### src/rtl/tank_motion_ctrl.sv
// Player tank and bullet state, updated once per video frame.
// Latency: frame_start -> MOVE +1, BULLET +2, update_done pulse +3 cycles.
// Backpressure: none; frame_start outside IDLE is dropped, keys are sampled every cycle.
//
// Ports:
//   clk_25m, rst_n          pixel clock, async active-low reset
//   frame_start             one-cycle pulse at the top-left pixel of each frame
//   direction[3:0], fire    one-hot keys {up,down,left,right}; fire key (level)
//   tank_x/y/dir            tank tile position and facing (0 up,1 down,2 left,3 right)
//   bullet_valid/x/y/dir    single bullet state, same direction encoding
//   update_done             one-cycle pulse when the frame update has finished
`timescale 1ns/1ps
module tank_motion_ctrl #(
  parameter int GRID_W   = 64,
  parameter int GRID_H   = 48,
  parameter int MOVE_DIV = 4,
  parameter int START_X  = 32,
  parameter int START_Y  = 40
) (
  input  logic       clk_25m,
  input  logic       rst_n,
  input  logic       frame_start,
  input  logic [3:0] direction,
  input  logic       fire,
  output logic [5:0] tank_x,
  output logic [5:0] tank_y,
  output logic [1:0] tank_dir,
  output logic       bullet_valid,
  output logic [5:0] bullet_x,
  output logic [5:0] bullet_y,
  output logic [1:0] bullet_dir,
  output logic       update_done
);

  typedef enum logic [1:0] {IDLE, MOVE, BULLET, DONE} state_t;

  localparam logic [1:0] DIR_UP    = 2'd0;
  localparam logic [1:0] DIR_DOWN  = 2'd1;
  localparam logic [1:0] DIR_LEFT  = 2'd2;
  localparam logic [1:0] DIR_RIGHT = 2'd3;

  localparam logic [5:0] X_MAX   = 6'(GRID_W - 1);
  localparam logic [5:0] Y_MAX   = 6'(GRID_H - 1);
  localparam logic [5:0] X_RESET = 6'(START_X);
  localparam logic [5:0] Y_RESET = 6'(START_Y);
  localparam logic [3:0] CNT_MAX = 4'(MOVE_DIV - 1);

  state_t     state_q, state_d;
  logic [1:0] dir_hold;
  logic       move_req;
  logic       fire_pend;
  logic [3:0] move_cnt;

  logic       key_vld;
  logic [1:0] key_enc;

  // One tile step in direction d. The edge test comes first so the 6-bit
  // arithmetic never wraps; on an edge the position is returned unchanged
  // and the blocked flag is set.
  function automatic logic [12:0] step_tile(input logic [5:0] x, input logic [5:0] y,
                                            input logic [1:0] d);
    logic       blocked;
    logic [5:0] nx;
    logic [5:0] ny;
    blocked = 1'b0;
    nx      = x;
    ny      = y;
    case (d)
      DIR_UP:    if (y == 6'd0)  blocked = 1'b1; else ny = y - 6'd1;
      DIR_DOWN:  if (y == Y_MAX) blocked = 1'b1; else ny = y + 6'd1;
      DIR_LEFT:  if (x == 6'd0)  blocked = 1'b1; else nx = x - 6'd1;
      default:   if (x == X_MAX) blocked = 1'b1; else nx = x + 6'd1;
    endcase
    return {blocked, nx, ny};
  endfunction

  logic [12:0] tank_step;
  logic [12:0] bullet_step;

  assign tank_step   = step_tile(tank_x, tank_y, dir_hold);
  assign bullet_step = step_tile(bullet_x, bullet_y, bullet_dir);

  // Only a clean one-hot key press counts; chords and releases are ignored.
  always_comb begin
    key_vld = 1'b1;
    key_enc = DIR_UP;
    case (direction)
      4'b1000: key_enc = DIR_UP;
      4'b0100: key_enc = DIR_DOWN;
      4'b0010: key_enc = DIR_LEFT;
      4'b0001: key_enc = DIR_RIGHT;
      default: key_vld = 1'b0;
    endcase
  end

  always_comb begin
    state_d = state_q;
    case (state_q)
      IDLE:    if (frame_start) state_d = MOVE;
      MOVE:    state_d = BULLET;
      BULLET:  state_d = DONE;
      default: state_d = IDLE;
    endcase
  end

  always_ff @(posedge clk_25m or negedge rst_n) begin
    if (!rst_n) begin
      state_q <= IDLE;
    end else begin
      state_q <= state_d;
    end
  end

  always_ff @(posedge clk_25m or negedge rst_n) begin
    if (!rst_n) begin
      tank_x       <= X_RESET;
      tank_y       <= Y_RESET;
      tank_dir     <= DIR_UP;
      bullet_valid <= 1'b0;
      bullet_x     <= 6'd0;
      bullet_y     <= 6'd0;
      bullet_dir   <= DIR_UP;
      update_done  <= 1'b0;
      move_cnt     <= 4'd0;
      dir_hold     <= DIR_UP;
      move_req     <= 1'b0;
      fire_pend    <= 1'b0;
    end else begin
      // DONE is the cycle after BULLET, so registering this gives the pulse in DONE.
      update_done <= (state_q == BULLET);

      // A key seen in the MOVE cycle itself re-arms the request.
      if (key_vld) begin
        dir_hold <= key_enc;
        move_req <= 1'b1;
      end else if (state_q == MOVE) begin
        move_req <= 1'b0;
      end

      // A fire press in the spawn cycle stays pending for the next bullet.
      if (fire) begin
        fire_pend <= 1'b1;
      end else if (state_q == BULLET && !bullet_valid && fire_pend) begin
        fire_pend <= 1'b0;
      end

      if (state_q == MOVE) begin
        move_cnt <= (move_cnt == CNT_MAX) ? 4'd0 : move_cnt + 4'd1;
        if (move_req) begin
          tank_dir <= dir_hold;
          if (move_cnt == CNT_MAX) begin
            tank_x <= tank_step[11:6];
            tank_y <= tank_step[5:0];
          end
        end
      end

      // Spawn reads tank_x/y, which MOVE updated one cycle earlier.
      if (state_q == BULLET) begin
        if (bullet_valid) begin
          if (bullet_step[12]) begin
            bullet_valid <= 1'b0;
          end else begin
            bullet_x <= bullet_step[11:6];
            bullet_y <= bullet_step[5:0];
          end
        end else if (fire_pend) begin
          bullet_valid <= 1'b1;
          bullet_x     <= tank_x;
          bullet_y     <= tank_y;
          bullet_dir   <= tank_dir;
        end
      end
    end
  end

endmodule
### config.mk
export PLATFORM = sky130hd
export DESIGN_NAME = tank_motion_ctrl
export DESIGN_NICKNAME = d
export VERILOG_FILES = /design/src/rtl/tank_motion_ctrl.sv
export SDC_FILE = /design/constraint.sdc
export NUM_CORES = 1
export LEC_CHECK = 0
export CAP_MARGIN = 25
export CORE_MARGIN = 3
export CORE_UTILIZATION = 55
export CTS_BUF_LIST = sky130_fd_sc_hd__clkbuf_4
export DETAILED_ROUTE_END_ITERATION = 16
export DONT_BUFFER_PORTS = 1
export MAX_ROUTING_LAYER = met4
export PLACE_DENSITY = 0.73
export REMOVE_ABC_BUFFERS = 1
export SLEW_MARGIN = 20
export SYNTH_ARGS = -nofsm -noshare
export SYNTH_HDL_FRONTEND = slang
export SYNTH_SLANG_ARGS = --single-unit
export TNS_END_PERCENT = 20
### constraint.sdc
create_clock -name clk_25m -period 2.2 [get_ports clk_25m]
set_input_delay 0.44 -clock clk_25m [delete_from_list [all_inputs] [get_ports clk_25m]]
set_output_delay 0.44 -clock clk_25m [all_outputs]
set_load 0.1 [all_outputs]
# ---- After elaboration in Yosys (flattened, before gate mapping)
# Index checks and enable logic that the tools add are counted.
dict set report op_classes {
  n_div 0
  multipliers 0
  addsub 9
  bitwise 2
  eq_ne 27
  reduce_logical 23
  n_lt_le_gt_ge 0
  shift 0
  n_mux 35
}
# cell count
set ops {}
lappend ops {{two-way mux 6 bit} 14}
lappend ops {{case mux 6 bit (2 select lines)} 4}
lappend ops {{adder 6 x 1 -> 6 bit (second input constant)} 4}
lappend ops {{== test 6 bit (second input constant)} 4}
lappend ops {{logical NOT 6 bit} 4}
lappend ops {{AND reduction 6 bit} 4}
lappend ops {{subtractor 6 x 1 -> 6 bit (second input constant)} 4}
lappend ops {{two-way mux 1 bit} 12}
lappend ops {{inequality test 2 bit (second input constant)} 6}
lappend ops {{case mux 2 bit (3 select lines)} 2}
lappend ops {{inequality test 3 bit (second input constant)} 3}
lappend ops {{== test 4 x 2 -> 1 bit (second input constant)} 2}
lappend ops {{nonzero test 2 bit} 4}
lappend ops {{== test 2 x 1 -> 1 bit (second input constant)} 3}
lappend ops {{== test 2 bit (second input constant)} 3}
lappend ops {{logical NOT 2 bit} 3}
lappend ops {{adder 4 x 1 -> 4 bit (second input constant)} 1}
lappend ops {{== test 4 x 1 -> 1 bit (second input constant)} 1}
lappend ops {{== test 4 x 3 -> 1 bit (second input constant)} 1}
lappend ops {{== test 4 bit (second input constant)} 1}
lappend ops {{two-way mux 4 bit} 1}
lappend ops {{OR reduction 2 bit} 2}
lappend ops {{OR reduction 4 bit} 1}
lappend ops {{inequality test 3 x 1 -> 1 bit (second input constant)} 1}
lappend ops {{9 further kinds} 11}
dict set report word_totals {
  word_cells 109
  mem_bits_rw 0
  mem_bits_ro 0
  input_bits 8
  out_inout_bits 30
  reg_bits 40
  mem_count 0
  latch_bits 0
}

# ---- Longest topological paths before layout
dict set report depth {
  depth_word 5
  mapped_depth 9
  mapped_depth_nobuf 9
}

# ---- Least setup slack after synthesis
# Ideal clock, no wire load.
dict set report synth_path {
  path_kind {register -> register}
  from {register bullet_dir[0]}
  to {register bullet_y[5]}
  setup_ps 104
  synth_period_minus_slack_ps 2748
  setup_slack_ps -548
  path_stages_with_launch 9
  t_arrival_ps 2644
  n_path_buf 0
  required_time_ps 2096
  cell_sequence {dfrtp_1 nand2b_1 ha_1 a211oi_1 o21bai_1 a21oi_1 xnor2_1 mux2i_1 a221oi_1}
}
dict set report synth_between {
  elab_chain_cells 4
  word_cells_on_any_way 12
  cone_classes {eq/ne: 6; mux: 4; reduce/logical: 2}
}
# item line_no
set synth_lines {}
lappend synth_lines {{start: declaration} 31} ;# output logic [1:0] bullet_dir,
lappend synth_lines {{start signal: assignment} 171} ;# bullet_dir <= tank_dir;
lappend synth_lines {{== test 2 bit (tied with other cells)} 68} ;# case (d)
lappend synth_lines {{case mux 1 bit (3 select lines) / case mux 6 bit (2 select lines) (equally long branches)} 68}
lappend synth_lines {{inequality test 2 bit (no line) / two-way mux 6 bit (equally long branches)} -}
lappend synth_lines {{AND reduction 6 bit (no line) / two-way mux 6 bit (equally long branches)} -}
lappend synth_lines {{end signal: assignment} 165} ;# bullet_y <= bullet_step[5:0];
lappend synth_lines {{end signal: assignment} 170} ;# bullet_y <= tank_y;
lappend synth_lines {{end: declaration} 30} ;# output logic [5:0] bullet_y,
# Parallel ways exist; a longest one is shown, timed or not. The select of a mux whose other input is x is not followed.
# A chain may end at the register's enable or synchronous reset.

# ---- Final worst setup path
dict set report layout_path {
  from {register dir_hold[1]}
  to {register tank_y[5]}
}
dict set report layout_between {
  elab_chain_cells 3
  word_cells_on_any_way 7
  cone_classes {eq/ne: 3; mux: 1; reduce/logical: 3}
}
# item line_no
set layout_lines {}
lappend layout_lines {{start: declaration} 49} ;# logic [1:0] dir_hold;
lappend layout_lines {{start signal: assignment} 134} ;# dir_hold <= key_enc;
lappend layout_lines {{== test 2 x 1 -> 1 bit / logical NOT 2 bit (equally long branches)} 68}
lappend layout_lines {{inequality test 2 bit (no line) / nonzero test 2 bit (equally long branches)} -}
lappend layout_lines {{AND reduction 6 bit (no line)} -}
lappend layout_lines {{end signal: assignment} 153} ;# tank_y <= tank_step[5:0];
lappend layout_lines {{end: declaration} 26} ;# output logic [5:0] tank_y,
# Parallel ways exist; a longest one is shown, timed or not.

==> results.sh <==
export IMPL_nets=341
export IMPL_drcViolationCount=0
export IMPL_cts_buffers=5
export IMPL_crit_start="dir_hold[1]$_DFFE_PN0P_"
export IMPL_dr_pass1_iters=4
export IMPL_grt_setup_unrepaired="yes"
export IMPL_hold_viol_final=0
export IMPL_drv_slew=0
export IMPL_clock_path_buffers=2
export IMPL_initial_core_util_pct=58.8
export IMPL_cp_buffers_inverters=0
export IMPL_fin_worst_skew_ns=0.0129
export IMPL_synth_area_leaders="dfrtp_1 (35%), ha_1 (9.9%), xnor2_1 (6.6%)"
export IMPL_path_clk_slew_ns=0.13
export IMPL_min_from="fire"
export IMPL_fin_ws_ns=0.133
export IMPL_portBuffers=0
export IMPL_r2r_setup_slack_ns=0.13
export IMPL_dp_hpwl_mm=4.10
export IMPL_fmax_mhz=484
export IMPL_status="complete, no violations"
export IMPL_synth_edf_count=0
export IMPL_path_max_fanout=8
export IMPL_via_per_inst=5.88
export IMPL_critPathKind="reg2reg"
export IMPL_grt_usage_pct=20.6
export IMPL_critPathSlowestCell="dfrtp_1"
export IMPL_relSlewSlack_pct=35.0
export IMPL_hold_ws_ns=0.175
export IMPL_ant_nets=0
export IMPL_cts_tree="done"
export IMPL_hp_class="in2reg"
export IMPL_nFillCells=372
export IMPL_dieHeight_um=75.4
export IMPL_synthesis_area_um2=2650
export IMPL_layout_min_cycle_time_ns=2.07
export IMPL_reg2reg_to="tank_y[5]$_DFFE_PN1P_"
export IMPL_yosys_register_bits=40
export IMPL_syn2layout_area_growth_pct=15.6
export IMPL_multi_input_area_um2=1570
export IMPL_worstPathArrival_ns=2.36
export IMPL_max_stage_delay_ns=0.48
export IMPL_min_path_cells=1
export IMPL_grt_antenna_before_repair=0
export IMPL_wl_mm=5.36
export IMPL_rr_worst_depth=8
export IMPL_tightestPinTransition_ns=0.975
export IMPL_final_layout_size_suffix_gt1_share_pct=19.7
export IMPL_ys_warn_count=0
export IMPL_clock_latency_ns=0.35
export IMPL_min_period_over_period_pct=94.0
export IMPL_clock_root_buffer="clkbuf_4"
export IMPL_maxCapViolations=0
export IMPL_fp_dieW_um=75.4
export IMPL_synth_async_reset_ratio_pct=100
export IMPL_grt_overflow_total=0
export IMPL_crit_family="compound AO/OA/AOI/OAI gates"
export IMPL_cts_htree_levels=2
export IMPL_finish_utilization_pct=68.0
export IMPL_cts_sinks=40
export IMPL_holdPathEnd="fire_pend$_DFFE_PN0P_"
export IMPL_cp_cell_sequence="nand2b_1 > ha_1 > a211oi_1 > o21bai_1 > a21oi_1 > xnor2_1 > nand2b_1 > xnor2_1"
export IMPL_required_ns=2.49
export IMPL_grt_pass1_wl_mm=8.71
export IMPL_globalplace_congestion=0.913
export IMPL_synth_avg_cell_area_um2=9.81
export IMPL_diodes=0
export IMPL_synthFlopType="dfrtp_1"
export IMPL_worstReg2RegStart="dir_hold[1]$_DFFE_PN0P_"
export IMPL_critPathLaunchType="register"
export IMPL_io_pin_count=38
export IMPL_synthDistinctLibCells=41
export IMPL_syn_inst=270
export IMPL_drt_iter0_markers=137
export IMPL_setup_violations=0
export IMPL_post_place_ws_ns=0.120
export IMPL_cts_setup_buffers=0
export IMPL_grt_max_degree=41
export IMPL_core_area_um2=4500
export IMPL_synth_largest_area_cell="dfrtp_1"
export IMPL_synth_top_area_share_pct=35.0
export IMPL_vias=2122
export IMPL_seqCellArea_um2=1000
export IMPL_die_area_um2=5680
export IMPL_end_kind="register"
export IMPL_grt_pass1_vias=1918
export IMPL_num_rows=24
export IMPL_ys_seq_area_share_pct=37.9
export IMPL_wl_per_cell_um=14.9
-- how the worst max path moves through the flow --
| stage | endpoint | slack, ns | depth (start not counted) |
|---|---|---|---|
| CTS | tank_x[5]$_DFFE_PN1P_ | 0.08 | 9 |
| detailed placement | tank_y[5]$_DFFE_PN1P_ | 0.12 | 8 |
| floorplan | bullet_y[5]$_DFFE_PN0P_ | -0.58 | 8 |
| global route | tank_y[5]$_DFFE_PN1P_ | -0.03 | 8 |
| global placement | tank_y[5]$_DFFE_PN1P_ | 0.18 | 8 |
| finish | tank_y[5]$_DFFE_PN1P_ | 0.13 | 8 |
-- logic make-up (layout without fill, tap and decap cells) --
kind of cell	after synthesis	in the layout	share of synthesized area (%)
AO/OA/AOI/OAI	81	81	19.1
XOR/XNOR	22	22	7.27
adder cells (fa/ha/maj)	25	25	12.9
buffers and inverters	20	59	2.88
flip-flops	40	40	37.9
multiplexers	16	16	6.94
AND/OR/NAND/NOR	66	66	12.9
-- per-stage QoR --
| step | cells | TNS (ns) | instance area, µm² |
|---|---|---|---|
| CTS | 361 | 0 | 3060 |
| floorplan | 264 | -2.99 | 2630 |
| detailed placement | 351 | 0 | 2950 |
| global route | 361 | -0.0271 | 3060 |
| global placement | 351 | 0 | 2950 |
| finish | 361 | 0 | 3060 |
-- routing by layer --
metal / track usage, % / routed length (µm) / vias to the layer above
met4: 4.27 / 50 / 0
met5: - / 0 / -
met3: 5.80 / 278 / 6
met2: 31.0 / 2470 / 43
met1: 28.0 / 2560 / 1007
li1: - / - / 1066
-- cell usage in the layout, fill, tap and decap left out, types with 5 or more instances in the layout --
cell      Yosys  layout
dfrtp_1      37      37
buf_4         0      35
nand2_1      25      25
o21ai_0      22      22
a21oi_1      21      21
ha_1         21      21
xnor2_1      20      20
inv_1        14      12
a21o_1       10      10
nor2_1        9       9
o22ai_1       9       9
nand2b_1      8       8
mux2i_1       6       6
mux2_2        6       6
nand4_1       5       5
nor3_1        5       5
nand3_1       5       5
clkbuf_4      0       5
-- sequential cells by signal (all words and copies together) (netlist names) --
name and count:
tank_dir 2, tank_x 6, tank_y 6, move_req 1, fire_pend 1, bullet_valid 1
state_q 2, bullet_dir 2, move_cnt 4, bullet_x 6, dir_hold 2, bullet_y 6
update_done 1
-- synth_stat cells (2+ instances only) --
master	n
dfrtp_1	37
dfstp_2	3
nor4_1	2
a21o_1	10
inv_1	14
a211oi_1	5
o21ai_0	22
ha_1	21
clkbuf_1	5
fa_1	4
nor3_1	5
nand4_1	5
xor2_1	2
nand2_1	25
mux2_4	3
o21bai_1	4
mux2i_1	6
xnor2_1	20
o21a_1	2
nand2b_1	8
a21oi_1	21
mux2_2	6
or4_1	2
nor2_1	9
o22ai_1	9
nand3_1	5
-- area by class of cell --
cell class	instances	share of cell area, %
clock buffer	5	1.23
multi-input combinational	210	51.3
clock inverter	3	1.23
sequential	40	32.8
inverter	14	1.72
tap	52	2.12
timing repair buffer	37	9.56
-- what timing repair did --
| item | in CTS | in global routing |
|---|---|---|
| endpoints found under the setup margin | 0 | 4 |
| hold endpoints to repair | 40 | 0 |
| gates resized for setup | 0 | 3 |
| hold buffers | 2 | 0 |
Power is not shown: default switching activity piles up to over one toggle a cycle in this logic, so the estimate is an artifact.
